**src/rtl/exe_stage_pipe_if.sv**
```systemverilog
// Handshake and datapath bundle between ID/EXE, the execute stage and MEM.
// The slave modport is the execute stage's view; master is the driving side.
interface exe_stage_pipe_if #(
  parameter int DW = 32,
  parameter int RW = 4
);
  logic          in_valid;
  logic          in_ready;
  logic [3:0]    cmd;
  logic          s_en;
  logic          wb_en;
  logic          mem_rd;
  logic          mem_wr;
  logic [RW-1:0] dst;
  logic [DW-1:0] val1;
  logic [DW-1:0] val2;
  logic [DW-1:0] val_rm;
  logic [1:0]    fwd_sel1;
  logic [1:0]    fwd_sel2;
  logic [DW-1:0] fwd_mem;
  logic [DW-1:0] fwd_wb;
  logic          out_valid;
  logic          out_ready;
  logic [DW-1:0] result_o;
  logic [DW-1:0] store_o;
  logic          wb_en_o;
  logic          mem_rd_o;
  logic          mem_wr_o;
  logic [RW-1:0] dst_o;
  logic [3:0]    sr_o;
  logic          busy;

  modport slave (
    input  in_valid, cmd, s_en, wb_en, mem_rd, mem_wr, dst, val1, val2, val_rm,
           fwd_sel1, fwd_sel2, fwd_mem, fwd_wb, out_ready,
    output in_ready, out_valid, result_o, store_o, wb_en_o, mem_rd_o, mem_wr_o,
           dst_o, sr_o, busy
  );

  modport master (
    output in_valid, cmd, s_en, wb_en, mem_rd, mem_wr, dst, val1, val2, val_rm,
           fwd_sel1, fwd_sel2, fwd_mem, fwd_wb, out_ready,
    input  in_ready, out_valid, result_o, store_o, wb_en_o, mem_rd_o, mem_wr_o,
           dst_o, sr_o, busy
  );
endinterface

```
**src/rtl/exe_stage_pipe.sv**
```systemverilog
// ARM execute stage: single-cycle ALU, iterative MUL, NZCV flags, EXE/MEM register
// with valid/ready. Define EXE_FWD_EN to route val1/val_rm through the forwarding muxes.
module exe_stage_pipe #(
  parameter int DW       = 32,
  parameter int RW       = 4,
  parameter int MUL_STEP = 1
) (
  input logic            clk,
  input logic            rst_n,
  exe_stage_pipe_if.slave bus
);
  localparam int CNT_W = $clog2(DW / MUL_STEP + 1);
  localparam logic [CNT_W-1:0] CNT_INIT = CNT_W'(DW / MUL_STEP);
  localparam logic [CNT_W-1:0] CNT_LAST = CNT_W'(1);

  localparam logic [3:0] CMD_MOV = 4'b0001;
  localparam logic [3:0] CMD_MVN = 4'b1001;
  localparam logic [3:0] CMD_ADD = 4'b0010;
  localparam logic [3:0] CMD_ADC = 4'b0011;
  localparam logic [3:0] CMD_SUB = 4'b0100;
  localparam logic [3:0] CMD_SBC = 4'b0101;
  localparam logic [3:0] CMD_AND = 4'b0110;
  localparam logic [3:0] CMD_ORR = 4'b0111;
  localparam logic [3:0] CMD_EOR = 4'b1000;
  localparam logic [3:0] CMD_MUL = 4'b1010;

  typedef enum logic [0:0] {S_IDLE = 1'b0, S_MUL = 1'b1} state_t;

  function automatic logic [DW-1:0] fwd_pick(input logic [1:0] sel, input logic [DW-1:0] id_v,
                                              input logic [DW-1:0] mem_v, input logic [DW-1:0] wb_v);
    case (sel)
      2'd1:    return mem_v;
      2'd2:    return wb_v;
      default: return id_v;
    endcase
  endfunction

  state_t        r_state;
  logic          r_out_valid;
  logic          r_busy;
  logic [DW-1:0] r_result;
  logic [DW-1:0] r_store;
  logic          r_wb_en;
  logic          r_mem_rd;
  logic          r_mem_wr;
  logic [RW-1:0] r_dst;
  logic [3:0]    r_sr;
  logic [DW-1:0] r_acc;
  logic [DW-1:0] r_mcand;
  logic [DW-1:0] r_mplier;
  logic [CNT_W-1:0] r_cnt;
  logic          r_p_s_en;
  logic          r_p_wb_en;
  logic          r_p_mem_rd;
  logic          r_p_mem_wr;
  logic [RW-1:0] r_p_dst;
  logic [DW-1:0] r_p_store;

  logic          w_in_ready;
  logic          w_accept;
  logic [DW-1:0] w_op1;
  logic [DW-1:0] w_store;
  logic [DW:0]   w_ext;
  logic [DW-1:0] w_alu_res;
  logic          w_alu_c;
  logic          w_alu_v;
  logic [DW-1:0] w_acc_nxt;

`ifdef EXE_FWD_EN
  assign w_op1   = fwd_pick(bus.fwd_sel1, bus.val1, bus.fwd_mem, bus.fwd_wb);
  assign w_store = fwd_pick(bus.fwd_sel2, bus.val_rm, bus.fwd_mem, bus.fwd_wb);
`else
  logic w_unused_fwd;
  assign w_op1        = bus.val1;
  assign w_store      = bus.val_rm;
  assign w_unused_fwd = ^{bus.fwd_sel1, bus.fwd_sel2, bus.fwd_mem, bus.fwd_wb};
`endif

  assign w_in_ready = (r_state == S_IDLE) && (!r_out_valid || bus.out_ready);
  assign w_accept   = bus.in_valid && w_in_ready;

  // Single-cycle ALU at DW+1 bits; C/V default to the current status so
  // logical ops and undefined commands preserve them.
  always_comb begin
    w_ext     = '0;
    w_alu_res = '0;
    w_alu_c   = r_sr[1];
    w_alu_v   = r_sr[0];
    case (bus.cmd)
      CMD_MOV: w_alu_res = bus.val2;
      CMD_MVN: w_alu_res = ~bus.val2;
      CMD_ADD, CMD_ADC: begin
        w_ext = {1'b0, w_op1} + {1'b0, bus.val2}
              + {{DW{1'b0}}, (bus.cmd == CMD_ADC) ? r_sr[1] : 1'b0};
        w_alu_res = w_ext[DW-1:0];
        w_alu_c   = w_ext[DW];
        w_alu_v   = (w_op1[DW-1] == bus.val2[DW-1]) && (w_alu_res[DW-1] != w_op1[DW-1]);
      end
      CMD_SUB, CMD_SBC: begin
        w_ext = {1'b0, w_op1} - {1'b0, bus.val2}
              - {{DW{1'b0}}, (bus.cmd == CMD_SBC) ? ~r_sr[1] : 1'b0};
        w_alu_res = w_ext[DW-1:0];
        w_alu_c   = ~w_ext[DW];
        w_alu_v   = (w_op1[DW-1] != bus.val2[DW-1]) && (w_alu_res[DW-1] != w_op1[DW-1]);
      end
      CMD_AND: w_alu_res = w_op1 & bus.val2;
      CMD_ORR: w_alu_res = w_op1 | bus.val2;
      CMD_EOR: w_alu_res = w_op1 ^ bus.val2;
      default: w_alu_res = '0;
    endcase
  end

  // One multiplier iteration: fold MUL_STEP partial products into the accumulator.
  always_comb begin
    w_acc_nxt = r_acc;
    for (int k = 0; k < MUL_STEP; k++) begin
      if (r_mplier[k]) begin
        w_acc_nxt = w_acc_nxt + (r_mcand << k);
      end else begin
        w_acc_nxt = w_acc_nxt;
      end
    end
  end

  // Stage FSM, multiplier state and EXE/MEM result register.
  always_ff @(posedge clk or negedge rst_n) begin
    if (!rst_n) begin
      r_state     <= S_IDLE;
      r_out_valid <= 1'b0;
      r_busy      <= 1'b0;
      r_result    <= '0;
      r_store     <= '0;
      r_wb_en     <= 1'b0;
      r_mem_rd    <= 1'b0;
      r_mem_wr    <= 1'b0;
      r_dst       <= '0;
      r_sr        <= 4'b0000;
      r_acc       <= '0;
      r_mcand     <= '0;
      r_mplier    <= '0;
      r_cnt       <= '0;
      r_p_s_en    <= 1'b0;
      r_p_wb_en   <= 1'b0;
      r_p_mem_rd  <= 1'b0;
      r_p_mem_wr  <= 1'b0;
      r_p_dst     <= '0;
      r_p_store   <= '0;
    end else begin
      case (r_state)
        S_IDLE: begin
          if (w_accept && (bus.cmd == CMD_MUL)) begin
            r_state     <= S_MUL;
            r_busy      <= 1'b1;
            r_out_valid <= 1'b0;
            r_acc       <= '0;
            r_mcand     <= w_op1;
            r_mplier    <= bus.val2;
            r_cnt       <= CNT_INIT;
            r_p_s_en    <= bus.s_en;
            r_p_wb_en   <= bus.wb_en;
            r_p_mem_rd  <= bus.mem_rd;
            r_p_mem_wr  <= bus.mem_wr;
            r_p_dst     <= bus.dst;
            r_p_store   <= w_store;
          end else if (w_accept) begin
            r_out_valid <= 1'b1;
            r_result    <= w_alu_res;
            r_store     <= w_store;
            r_wb_en     <= bus.wb_en;
            r_mem_rd    <= bus.mem_rd;
            r_mem_wr    <= bus.mem_wr;
            r_dst       <= bus.dst;
            if (bus.s_en) begin
              r_sr <= {w_alu_res[DW-1], ~|w_alu_res, w_alu_c, w_alu_v};
            end
          end else if (bus.out_ready) begin
            r_out_valid <= 1'b0;
          end else begin
            r_out_valid <= r_out_valid;
          end
        end
        S_MUL: begin
          r_acc    <= w_acc_nxt;
          r_mcand  <= r_mcand << MUL_STEP;
          r_mplier <= r_mplier >> MUL_STEP;
          r_cnt    <= r_cnt - CNT_LAST;
          if (r_cnt == CNT_LAST) begin
            r_state     <= S_IDLE;
            r_busy      <= 1'b0;
            r_out_valid <= 1'b1;
            r_result    <= w_acc_nxt;
            r_store     <= r_p_store;
            r_wb_en     <= r_p_wb_en;
            r_mem_rd    <= r_p_mem_rd;
            r_mem_wr    <= r_p_mem_wr;
            r_dst       <= r_p_dst;
            if (r_p_s_en) begin
              r_sr <= {w_acc_nxt[DW-1], ~|w_acc_nxt, r_sr[1:0]};
            end
          end
        end
        default: r_state <= S_IDLE;
      endcase
    end
  end

  assign bus.in_ready  = w_in_ready;
  assign bus.out_valid = r_out_valid;
  assign bus.result_o  = r_result;
  assign bus.store_o   = r_store;
  assign bus.wb_en_o   = r_wb_en;
  assign bus.mem_rd_o  = r_mem_rd;
  assign bus.mem_wr_o  = r_mem_wr;
  assign bus.dst_o     = r_dst;
  assign bus.sr_o      = r_sr;
  assign bus.busy      = r_busy;
endmodule
```
**src/flat_wrapper.sv**
```systemverilog
// flat-port wrapper written by rule: the top's interface ports become plain ports
module exe_stage_pipe_flat 
#(
  parameter int DW       = 32,
  parameter int RW       = 4,
  parameter int MUL_STEP = 1
)
  (clk, rst_n, bus_in_valid, bus_cmd, bus_s_en, bus_wb_en, bus_mem_rd, bus_mem_wr, bus_dst, bus_val1, bus_val2, bus_val_rm, bus_fwd_sel1, bus_fwd_sel2, bus_fwd_mem, bus_fwd_wb, bus_out_ready, bus_in_ready, bus_out_valid, bus_result_o, bus_store_o, bus_wb_en_o, bus_mem_rd_o, bus_mem_wr_o, bus_dst_o, bus_sr_o, bus_busy);
  exe_stage_pipe_if #(.DW(DW), .RW(RW)) bus_i ();
  input logic clk;
  input logic rst_n;
  input wire logic [$bits(bus_i.in_valid)-1:0] bus_in_valid;
  input wire logic [$bits(bus_i.cmd)-1:0] bus_cmd;
  input wire logic [$bits(bus_i.s_en)-1:0] bus_s_en;
  input wire logic [$bits(bus_i.wb_en)-1:0] bus_wb_en;
  input wire logic [$bits(bus_i.mem_rd)-1:0] bus_mem_rd;
  input wire logic [$bits(bus_i.mem_wr)-1:0] bus_mem_wr;
  input wire logic [$bits(bus_i.dst)-1:0] bus_dst;
  input wire logic [$bits(bus_i.val1)-1:0] bus_val1;
  input wire logic [$bits(bus_i.val2)-1:0] bus_val2;
  input wire logic [$bits(bus_i.val_rm)-1:0] bus_val_rm;
  input wire logic [$bits(bus_i.fwd_sel1)-1:0] bus_fwd_sel1;
  input wire logic [$bits(bus_i.fwd_sel2)-1:0] bus_fwd_sel2;
  input wire logic [$bits(bus_i.fwd_mem)-1:0] bus_fwd_mem;
  input wire logic [$bits(bus_i.fwd_wb)-1:0] bus_fwd_wb;
  input wire logic [$bits(bus_i.out_ready)-1:0] bus_out_ready;
  output wire logic [$bits(bus_i.in_ready)-1:0] bus_in_ready;
  output wire logic [$bits(bus_i.out_valid)-1:0] bus_out_valid;
  output wire logic [$bits(bus_i.result_o)-1:0] bus_result_o;
  output wire logic [$bits(bus_i.store_o)-1:0] bus_store_o;
  output wire logic [$bits(bus_i.wb_en_o)-1:0] bus_wb_en_o;
  output wire logic [$bits(bus_i.mem_rd_o)-1:0] bus_mem_rd_o;
  output wire logic [$bits(bus_i.mem_wr_o)-1:0] bus_mem_wr_o;
  output wire logic [$bits(bus_i.dst_o)-1:0] bus_dst_o;
  output wire logic [$bits(bus_i.sr_o)-1:0] bus_sr_o;
  output wire logic [$bits(bus_i.busy)-1:0] bus_busy;
  assign bus_i.in_valid = bus_in_valid;
  assign bus_i.cmd = bus_cmd;
  assign bus_i.s_en = bus_s_en;
  assign bus_i.wb_en = bus_wb_en;
  assign bus_i.mem_rd = bus_mem_rd;
  assign bus_i.mem_wr = bus_mem_wr;
  assign bus_i.dst = bus_dst;
  assign bus_i.val1 = bus_val1;
  assign bus_i.val2 = bus_val2;
  assign bus_i.val_rm = bus_val_rm;
  assign bus_i.fwd_sel1 = bus_fwd_sel1;
  assign bus_i.fwd_sel2 = bus_fwd_sel2;
  assign bus_i.fwd_mem = bus_fwd_mem;
  assign bus_i.fwd_wb = bus_fwd_wb;
  assign bus_i.out_ready = bus_out_ready;
  assign bus_in_ready = bus_i.in_ready;
  assign bus_out_valid = bus_i.out_valid;
  assign bus_result_o = bus_i.result_o;
  assign bus_store_o = bus_i.store_o;
  assign bus_wb_en_o = bus_i.wb_en_o;
  assign bus_mem_rd_o = bus_i.mem_rd_o;
  assign bus_mem_wr_o = bus_i.mem_wr_o;
  assign bus_dst_o = bus_i.dst_o;
  assign bus_sr_o = bus_i.sr_o;
  assign bus_busy = bus_i.busy;
  exe_stage_pipe #(.DW(DW), .RW(RW), .MUL_STEP(MUL_STEP)) u_core (.clk(clk), .rst_n(rst_n), .bus(bus_i));
endmodule
```
**config.mk**
```make
export PLATFORM = sky130hd
export DESIGN_NAME = exe_stage_pipe_flat
export DESIGN_NICKNAME = d
export VERILOG_FILES = /design/src/rtl/exe_stage_pipe_if.sv /design/src/rtl/exe_stage_pipe.sv /design/src/flat_wrapper.sv
export SDC_FILE = /design/constraint.sdc
export NUM_CORES = 1
export LEC_CHECK = 0
export BUFFER_PORTS_ARGS = -buffer_cell sky130_fd_sc_hd__buf_4
export CAP_MARGIN = 20
export CORE_MARGIN = 2
export CORE_UTILIZATION = 50
export DETAILED_ROUTE_END_ITERATION = 10
export PLACE_DENSITY = 0.71
export SLEW_MARGIN = 40
export SYNTH_ARGS = -nofsm -noshare
export SYNTH_HDL_FRONTEND = slang
export SYNTH_SLANG_ARGS = --single-unit
```
**constraint.sdc**
```tcl
create_clock -name clk -period 7 [get_ports clk]
set_input_delay 0.35 -clock clk [delete_from_list [all_inputs] [get_ports clk]]
set_output_delay 0.35 -clock clk [all_outputs]
set_load 0.1 [all_outputs]
```
# Yosys cells after proc, flatten, opt, wreduce, memory -nomap -nowiden
# Index checks and enable logic that the tools add are counted.
# Widths: inputs -> output; s select.
dict set report totals {
  reg_bits 220
}
dict set report classes {
  add_sub_neg 6
  n_eq_ne 23
  mux 55
  bitwise 7
  reduce_logical 19
}
# operator n
set op_table {}
lappend op_table {{$mux 32} 10}
lappend op_table {{$pmux 32 s2} 5}
lappend op_table {{$pmux 32 s7} 1}
lappend op_table {{$reduce_or 32->1} 2}
lappend op_table {{$add 32x32->33} 1}
lappend op_table {{$add 33x1->33} 1}
lappend op_table {{$sub 32x32->33} 1}
lappend op_table {{$sub 33x1->33} 1}
lappend op_table {{$add 32x32->32} 1}
lappend op_table {{$and 32x32->32} 1}
lappend op_table {{$mux 4} 8}
lappend op_table {{$not 32->32} 1}
lappend op_table {{$or 32x32->32} 1}
lappend op_table {{$xor 32x32->32} 1}
lappend op_table {{$mux 1} 19}
lappend op_table {{$eq 4x3->1 const B} 4}
lappend op_table {{$pmux 1 s2} 8}
lappend op_table {{$pmux 4 s2} 2}
lappend op_table {{$eq 4x4->1 const B} 3}
lappend op_table {{$pmux 6 s2} 1}
lappend op_table {{$ne 2x2->1 const B} 5}
lappend op_table {{$reduce_and 5->1} 2}
lappend op_table {{$eq 4x2->1 const B} 2}
lappend op_table {{$eq 6x1->1 const B} 1}
lappend op_table {{15 further kinds} 28}

# Logic depth before layout (Yosys ltp)
# Gate-level depths: netlist of run 1.
dict set report depth {
  ltp_word 10
  mapped_depth 22
}

# Worst setup path before layout of run 1
# Ideal clock, no wire load.
dict set report synth_timing {
  kind {in2reg}
  startpoint {input bus_cmd[0]}
  endpoint {register u_core.r_sr[2] (netlist: u_core.bus.sr_o[2])}
  arrival_time_ns 5.355
  t_required_ns 6.930
  setup_slack_ns 1.574
  stages 22
  path_buffers 4
  cell_sequence {clkbuf_1 inv_1 clkbuf_1 buf_1 clkbuf_1 or4_1 fa_1 inv_1 ha_1 or2_2 fa_1 o21ai_0 a221oi_1 o21ai_1 a31oi_1 xor2_1 a221o_1 nor4_1 nand3_1 nor4_1 nand4_1 nand3_1}
}
dict set report synth_between {
  elab_chain_cells 10
  word_cells_on_any_way 26
  classes_between {add/sub (2); eq/ne (11); mux (7); reduce/logical (6)}
}
# item line_no
set synth_rtl {}
lappend synth_rtl {{from (decl)} flat_wrapper.sv:13} ;# input wire logic [$bits(bus_i.cmd)-1:0] bus_cmd;
lappend synth_rtl {{$eq 4x3->1 or $eq 4x2->1 (tied branches)} {exe_stage_pipe.sv:89, exe_stage_pipe.sv:101, exe_stage_pipe.sv:94}}
lappend synth_rtl {{$mux 1 (on tied branches)} {exe_stage_pipe.sv:101, exe_stage_pipe.sv:94}}
lappend synth_rtl {{$sub 33x1->33 or $add 33x1->33 (tied branches)} {exe_stage_pipe.sv:101, exe_stage_pipe.sv:94}}
lappend synth_rtl {{$pmux 32 s7} exe_stage_pipe.sv:89} ;# case (bus.cmd)
lappend synth_rtl {{$reduce_or 32->1} exe_stage_pipe.sv:174} ;# r_sr <= {w_alu_res[DW-1], ~|w_alu_res, w_alu_c, w_alu_v};
lappend synth_rtl {{$logic_not 1->1} exe_stage_pipe.sv:174}
lappend synth_rtl {{$mux 4} exe_stage_pipe.sv:173} ;# if (bus.s_en) begin
lappend synth_rtl {{$mux 4} exe_stage_pipe.sv:165} ;# end else if (w_accept) begin
lappend synth_rtl {{$mux 4} exe_stage_pipe.sv:151} ;# if (w_accept && (bus.cmd == CMD_MUL)) begin
lappend synth_rtl {{$pmux 4 s2} exe_stage_pipe.sv:149} ;# case (r_state)
lappend synth_rtl {{to (signal assigned)} exe_stage_pipe.sv:174}
lappend synth_rtl {{to (signal assigned)} exe_stage_pipe.sv:198} ;# r_sr <= {w_acc_nxt[DW-1], ~|w_acc_nxt, r_sr[1:0]};
lappend synth_rtl {{to (decl)} exe_stage_pipe.sv:47} ;# logic [3:0] r_sr;
# Parallel ways exist; a longest one is shown, timed or not. The select of a mux whose other input is x is not followed.
# A chain may end at the register's enable or synchronous reset.

# Worst setup path in the final report of run 1
dict set report layout_timing {
  startpoint {register u_core.r_sr[1] (netlist: u_core.bus.sr_o[1])}
  endpoint {register u_core.r_sr[2] (netlist: u_core.bus.sr_o[2])}
}
dict set report layout_between {
  elab_chain_cells 10
  word_cells_on_any_way 12
  classes_between {add/sub (2); mux (7); bitwise (1); reduce/logical (2)}
}
# item line_no
set layout_rtl {}
lappend layout_rtl {{$not 1->1} exe_stage_pipe.sv:101} ;# - {{DW{1'b0}}, (bus.cmd == CMD_SBC) ? ~r_sr[1] : 1'b0};
lappend layout_rtl {{$mux 1} exe_stage_pipe.sv:101}
lappend layout_rtl {{$sub 33x1->33} exe_stage_pipe.sv:101}
lappend layout_rtl {{$pmux 32 s7 (*)} exe_stage_pipe.sv:89}
lappend layout_rtl {{$reduce_or 32->1 (*)} exe_stage_pipe.sv:174}
lappend layout_rtl {{$logic_not 1->1 (*)} exe_stage_pipe.sv:174}
lappend layout_rtl {{$mux 4 (*)} exe_stage_pipe.sv:173}
lappend layout_rtl {{$mux 4 (*)} exe_stage_pipe.sv:165}
lappend layout_rtl {{$mux 4 (*)} exe_stage_pipe.sv:151}
lappend layout_rtl {{$pmux 4 s2 (*)} exe_stage_pipe.sv:149}
# Every way passes the cells marked *; elsewhere a longest branch is shown, timed or not. The select of a mux whose other input is x is not followed.

==> metrics.txt, run 1 <==
post-route minimum period 5.40 ns; post-route cell area between 20000 and 25000 sq um; cell-by-cell listing of the critical path or4_1, fa_1, inv_1, ha_1, or2_2, fa_1, o21ai_0, a22oi_1, a22o_1, o21a_1, nand3_1, mux2i_1, nor4b_1, nand3_1, nor4_1, nand4_1, nand3_1; commonest non-fill, non-tap cell in the layout nand2_1; via count of the first global-routing pass 17072; synthesized area 17900 sq um; Final Hold Fails 0; library cells used by synthesis 82; clock skew after layout just over 0.01 ns; Seq cells post-synth 220; area taken by multi-input logic gates 11400 sq um; number of remaining DRC errors 0; nature of the critical path endpoint flop; source of the worst hold timing path bus_val2[14]; initial antenna violation count 0; Register Area approximately 5500 sq um; maximum achievable frequency 0.185 GHz; terminus of the critical flop-to-flop path u_core.bus.sr_o[2]$_DFFE_PN0P_; Setup TNS Final 0 ns; final-report setup violation count 0; delay contributed by the slowest stage of the critical path between 0.7 and 0.8 ns; gate family responsible for the most delay along the worst path simple AND/OR/NAND/NOR gates; post-cts repair resize count 0; cell row count 69; final-layout worst hold slack 0.0805 ns; maximum number of buffers from clock root to sink 3; r2r worst-path depth 17; Max Fanout on Critical Path 3; TritonCTS clock tree built; number of flops mapped to enable cells by yosys 0; Top Ports 258; arrival time worst endpoint 5.91 ns; buffer cell driving the clock tree root clkbuf_16; clock sinks 220; Buf+Inv Stages, Crit Path 1; number of max-slew violations in the final report 0; clock transition at the registers of the reported paths 0.06 ns; async set or reset register ratio after synthesis 1.00; first drt pass iteration count 5; final design utilization 0.590; max cap viols 0; first element of the critical path u_core.bus.sr_o[1]$_DFFE_PN0P_; number of port buffers between 150 and 200; area growth from synthesis to layout 16.8%; first-pass GRT wire length about 94 mm; Overflow after GRT 0; clock latency on the worst-skew pair 0.58 ns; pin count of the biggest net entering global routing 98; routed wire length 58.6 mm; placeable core region roughly 35000 sq um; Top FF cell, synth dfrtp_1; maximum vdd ir drop ~0.45 mV; post-DP HPWL 41.9 mm; total clock buffers created by CTS 27; slew at the pin with the worst max-slew slack 0.936 ns; Required @ worst endpoint 7.51 ns; die boundary width between 150 and 200 um; first-iteration detailed-routing DRC count 1395; Setup CP Type flop to flop; number of levels in the clock H-tree 1; synthesized instance count around 2200; number of fill cells 3187; library cell contributing the largest single delay on the critical path nor4b_1; crit path launch type flop; leakage power of the design around 9.7 nW; initial core utilization 0.505; Synthesis Warnings 0; worst reg2reg path startpoint u_core.bus.sr_o[1]$_DFFE_PN0P_; proportion of synthesized chip area in sequential cells 0.307; remaining antenna violation count 0; Total Power 0.00979 W; most frequent cells in the layout nand2_1 (334), dfrtp_1 (219), nor2_1 (212); share of final-layout standard cells stronger than drive strength 1 0.126; relative slew slack 0.376; number of nets at the end of the flow 2730; post-route fraction of the period consumed by the critical path 0.772; total power density per cell area 467 nW/um^2; routed length per instance just over 20 um; routed vias/inst 6.13; total routing usage reported by global routing 0.307; Hold Path Class primary input to flop; setup repair after global routing missed its margin false; number of diodes added for antenna fixing 0; weighted congestion reported at the end of routability-driven placement 0.966; setup slack, reg-to-reg between 1.5 and 2 ns; DIE AREA 37400 sq um; outcome finished, final reports clean; cell occurring most often along the worst timing path nand3_1; vias post-DR 17554; Min-Delay Endpoint u_core.r_mplier[14]$_DFFE_PN0P_; post-place instance area 19600 sq um; Post-Synthesis Net Count approximately 2600; hold-critical path depth 3; height of the chip 193 um; synthesized area per cell between 7 and 8 sq um
[worst register-to-register path: cells and delay by family, from the launching register on]
kind            cells  cell delay, ns
buf+inv             1            0.05
flops               1            0.41
fa+ha+maj           3            1.18
compound gates      4            1.06
simple gates        8            2.56
mux                 1            0.09
[timing repair]
item,CTS,global route
buffers inserted,0,0
hold buffers,41,0
hold endpoints to repair,119,0
[metrics by stage]
| step | setup WS [ns] | cells |
|---|---|---|
| finish | 1.60 | 2865 |
| global route | 1.26 | 2865 |
| CTS | 1.69 | 2865 |
| detailed placement | 1.55 | 2777 |
| global placement | 1.63 | 2776 |
| floorplan | 1.57 | 2249 |
[Yosys cell counts, types with 11 or more instances]
| cell | number | area (sq um) |
|---|---|---|
| nand4_1 | 31 | 194 |
| o21ai_0 | 147 | 736 |
| a211oi_1 | 24 | 180 |
| nor2b_1 | 11 | 68.8 |
| o22ai_1 | 98 | 613 |
| nand3_1 | 39 | 195 |
| nand2b_1 | 22 | 138 |
| and3_1 | 17 | 106 |
| a21o_1 | 40 | 300 |
| nand2_1 | 335 | 1260 |
| inv_1 | 127 | 477 |
| mux2i_1 | 66 | 661 |
| mux2_2 | 11 | 124 |
| a221oi_1 | 14 | 123 |
| clkbuf_1 | 129 | 484 |
| a22oi_1 | 21 | 158 |
| nor4_1 | 12 | 75.1 |
| a31oi_1 | 19 | 119 |
| o31ai_1 | 12 | 90.1 |
| o211ai_1 | 26 | 195 |
| xor2_1 | 35 | 307 |
| nor2_1 | 213 | 800 |
| xnor2_1 | 53 | 464 |
| nor3_1 | 17 | 85.1 |
| a21oi_1 | 134 | 671 |
| ha_1 | 159 | 1990 |
| dfrtp_1 | 220 | 5510 |
[cell type report]
type,instances,share of cell area
tap,461,0.0275
clock buffer,41,0.0391
clock inverter,6,0.00382
inverter,128,0.0231
multi-input combinational,1757,0.547
sequential,220,0.263
timing repair buffer,252,0.0966
[state kept, by name, summed over array words and instances, names as in the netlist, 4 cells and up]
| register | count |
|---|---|
| u_core.r_mplier | 32 |
| u_core.r_p_store | 32 |
| u_core.bus.sr_o | 4 |
| u_core.bus.result_o | 32 |
| u_core.r_mcand | 32 |
| u_core.bus.dst_o | 4 |
| u_core.r_acc | 32 |
| u_core.r_p_dst | 4 |
| u_core.bus.store_o | 32 |
| u_core.r_cnt | 6 |
[how the worst max path moves through the flow]
stage / depth (start not counted) / endpoint
2_1_floorplan: 22 / u_core.bus.sr_o[2]$_DFFE_PN0P_
3_3_place_gp: 18 / u_core.bus.sr_o[2]$_DFFE_PN0P_
3_5_place_dp: 19 / u_core.bus.sr_o[2]$_DFFE_PN0P_
4_1_cts: 17 / u_core.bus.sr_o[2]$_DFFE_PN0P_
5_1_grt: 17 / u_core.bus.sr_o[2]$_DFFE_PN0P_
6_report: 17 / u_core.bus.sr_o[2]$_DFFE_PN0P_
[kinds of logic after synthesis]
| group | synth area share |
|---|---|
| XOR/XNOR | 0.0430 |
| flip-flops | 0.307 |
| AND/OR/NAND/NOR | 0.196 |
| buffers and inverters | 0.0573 |
| adder cells (fa/ha/maj) | 0.117 |
| multiplexers | 0.0437 |
| AO/OA/AOI/OAI | 0.237 |
[routing by layer]
metal / routed length [um] / GRT usage
met1: 24800 / 0.399
met2: 27400 / 0.513
met3: 3670 / 0.0445
met4: 2700 / 0.127
met5: 0 / 0
[where the power goes]
group | leakage, nW | switching (W) | internal, W
registers | 2.65 | 0.000420 | 0.00179
clock network | 0.440 | 0.000592 | 0.000841
logic | 6.64 | 0.00416 | 0.00199
Power figures use the tool's default switching activity.
==> run 2, diff against run 1 <==
- clock period: 7 -> 5.6 ns (I/O delays scaled with it)
==> run 2 against run 1 <==
  * Cell area is essentially flat
  * Die area is the same
  * Fmax grew 3.2%
  * Wire length grew 0.20%
  * Combinational power grew 26%
  * Global-route usage is essentially flat
  * Largest cell class unchanged
  * Critical endpoint unchanged
  * Count of clock-buffer cells in the layout shrank 6
==> metrics.txt, run 2 (synthesis gave the netlist of run 1 again) <==
outcome finished, final reports clean (unchanged); share of final-layout standard cells stronger than drive strength 1 0.127 (was 0.126); routed wire length 58.7 mm (was 58.6 mm); delay contributed by the slowest stage of the critical path 0.55 ns (was 0.75 ns); Max Fanout on Critical Path 3 (unchanged); weighted congestion reported at the end of routability-driven placement 0.996 (was 0.966); relative slew slack 0.446 (was 0.376); slew at the pin with the worst max-slew slack 0.831 ns (was 0.936 ns); vias post-DR 17643 (was 17554); post-cts repair resize count 0 (unchanged); post-DP HPWL 42.3 mm (was 41.9 mm); clock skew after layout 0.0282 ns (was 0.0101 ns); arrival time worst endpoint 5.74 ns (was 5.91 ns); Overflow after GRT 0 (unchanged); post-route minimum period 5.24 ns (was 5.40 ns); via count of the first global-routing pass 17087 (was 17072); maximum number of buffers from clock root to sink 3 (unchanged); setup repair after global routing missed its margin false (unchanged); Hold Path Class primary input to flop (unchanged); pin count of the biggest net entering global routing 146 (was 98); initial antenna violation count 0 (unchanged); die boundary width 193 um (unchanged); buffer cell driving the clock tree root clkbuf_16 (unchanged); leakage power of the design 9.72 nW (was 9.73 nW); first-pass GRT wire length 93.7 mm (was 94.2 mm); routed vias/inst 6.15 (was 6.13); final design utilization 0.590 (about the same); first drt pass iteration count 5 (unchanged); clock sinks 220 (unchanged); placeable core region 35500 sq um (unchanged); Required @ worst endpoint 6.10 ns (was 7.51 ns); final-report setup violation count 0 (unchanged); Total Power 0.0122 W (was 0.00979 W); maximum vdd ir drop 0.594 mV (was 0.451 mV); max cap viols 0 (unchanged); most frequent cells in the layout nand2_1 (334), dfrtp_1 (219), buf_4 (216) (was nand2_1 (334), dfrtp_1 (219), nor2_1 (212)); area taken by multi-input logic gates 11400 sq um (about the same); number of nets at the end of the flow 2737 (was 2730); number of diodes added for antenna fixing 0 (unchanged); total routing usage reported by global routing 0.306 (was 0.307); DIE AREA 37400 sq um (unchanged); post-route fraction of the period consumed by the critical path 0.935 (was 0.772); TritonCTS clock tree built (unchanged); Setup CP Type flop to flop (unchanged); number of fill cells 3157 (was 3187); crit path launch type flop (unchanged); total power density per cell area 582 nW/um^2 (was 467 nW/um^2); Top Ports 258 (unchanged); remaining antenna violation count 0 (unchanged); clock latency on the worst-skew pair 0.57 ns (was 0.58 ns); number of remaining DRC errors 0 (unchanged); final-layout worst hold slack 0.0215 ns (was 0.0805 ns); Setup TNS Final 0 ns (unchanged); number of max-slew violations in the final report 0 (unchanged); number of port buffers 189 (unchanged); Final Hold Fails 0 (unchanged); cell-by-cell listing of the critical path or4_1, fa_1, inv_1, ha_1, or2_2, fa_1, o21ai_0, a221oi_1, o21ai_1, a31oi_1, xor2_1, a221o_1, nor4_1, nand3_1, nor4_1, nand4_1, nand3_1 (was or4_1, fa_1, inv_1, ha_1, or2_2, fa_1, o21ai_0, a22oi_1, a22o_1, o21a_1, nand3_1, mux2i_1, nor4b_1, nand3_1, nor4_1, nand4_1, nand3_1); total clock buffers created by CTS 26 (was 27); routed length per instance 20.4 um (about the same); nature of the critical path endpoint flop (unchanged); cell row count 69 (unchanged); height of the chip 193 um (unchanged); maximum achievable frequency 0.191 GHz (was 0.185 GHz); Register Area 5510 sq um (unchanged); area growth from synthesis to layout 16.8% (about the same); commonest non-fill, non-tap cell in the layout nand2_1 (unchanged); count of buffers added by post-CTS timing repair for setup 0 (unchanged); initial core utilization 0.505 (unchanged); first-iteration detailed-routing DRC count 1354 (was 1395); number of levels in the clock H-tree 1 (unchanged); clock transition at the registers of the reported paths 0.06 ns (about the same); library cell contributing the largest single delay on the critical path fa_1 (was nor4b_1)
-- run 2: cell types whose count changed in the layout (fill, tap and decap cells not counted), sizes merged --
cell	change
buf	+8
bufinv	+1
clkbuf	-6
clkinvlp	+2
-- run 2: timing repair --
action                                  CTS  global route
endpoints found under the setup margin    0             0
endpoints found under the hold margin   117             0
hold buffers                             41             0
-- run 2: critical path, delay by kind of cell, from the launching register on --
| kind | cells | cell delay (ns) |
|---|---|---|
| XOR/XNOR | 1 | 0.17 |
| flip-flops | 1 | 0.42 |
| adder cells (fa/ha/maj) | 3 | 1.18 |
| buffers and inverters | 1 | 0.06 |
| AO/OA/AOI/OAI | 5 | 1.29 |
| AND/OR/NAND/NOR | 7 | 2.06 |
-- run 2: metrics by stage --
step | area, sq um | worst slack (ns) | cells
2_1_floorplan | 17900 | 0.244 | 2249
5_1_grt | 20900 | 0.256 | 2870
3_5_place_dp | 19700 | 0.473 | 2784
4_1_cts | 20900 | 0.519 | 2869
6_report | 20900 | 0.363 | 2870
3_3_place_gp | 19700 | 0.509 | 2784
-- run 2: power breakdown --
part / internal [W] / switching [W]
clock network: 0.000987 / 0.000712
registers: 0.00223 / 0.000521
logic: 0.00250 / 0.00523
-- run 2: worst paths after layout --
| path | start | endpoint | slack (ns) | cells after the start |
|---|---|---|---|---|
| max | u_core.bus.sr_o[1]$_DFFE_PN0P_ | u_core.bus.sr_o[2]$_DFFE_PN0P_ | 0.36 | 17 |
| min | bus_val1[30] | u_core.r_mcand[30]$_DFFE_PN0P_ | 0.02 | 3 |
| max reg2reg | u_core.bus.sr_o[1]$_DFFE_PN0P_ | u_core.bus.sr_o[2]$_DFFE_PN0P_ | 0.36 | 17 |
| min reg2reg | u_core.bus.result_o[6]$_DFFE_PN0P_ | u_core.bus.result_o[6]$_DFFE_PN0P_ | 0.47 | 2 |
| max in group asynchronous | rst_n | u_core.r_cnt[4]$_DFFE_PN0P_ | 4.11 | 4 |
| min in group asynchronous | rst_n | u_core.r_mplier[10]$_DFFE_PN0P_ | 0.24 | 2 |
-- run 2: final cells by class --
| type | instances | share of cell area |
|---|---|---|
| timing repair buffer | 260 | 0.100 |
| multi-input combinational | 1757 | 0.546 |
| clock inverter | 9 | 0.00597 |
| tap | 461 | 0.0275 |
| clock buffer | 35 | 0.0341 |
| sequential | 220 | 0.263 |
| inverter | 128 | 0.0231 |
-- run 2: layer usage --
layer	up-vias	global-route usage	wire length, um
li1	8288	-	-
met1	8519	0.395	24600
met2	673	0.507	27200
met5	-	0	0
met3	163	0.0464	3830
met4	0	0.143	3020
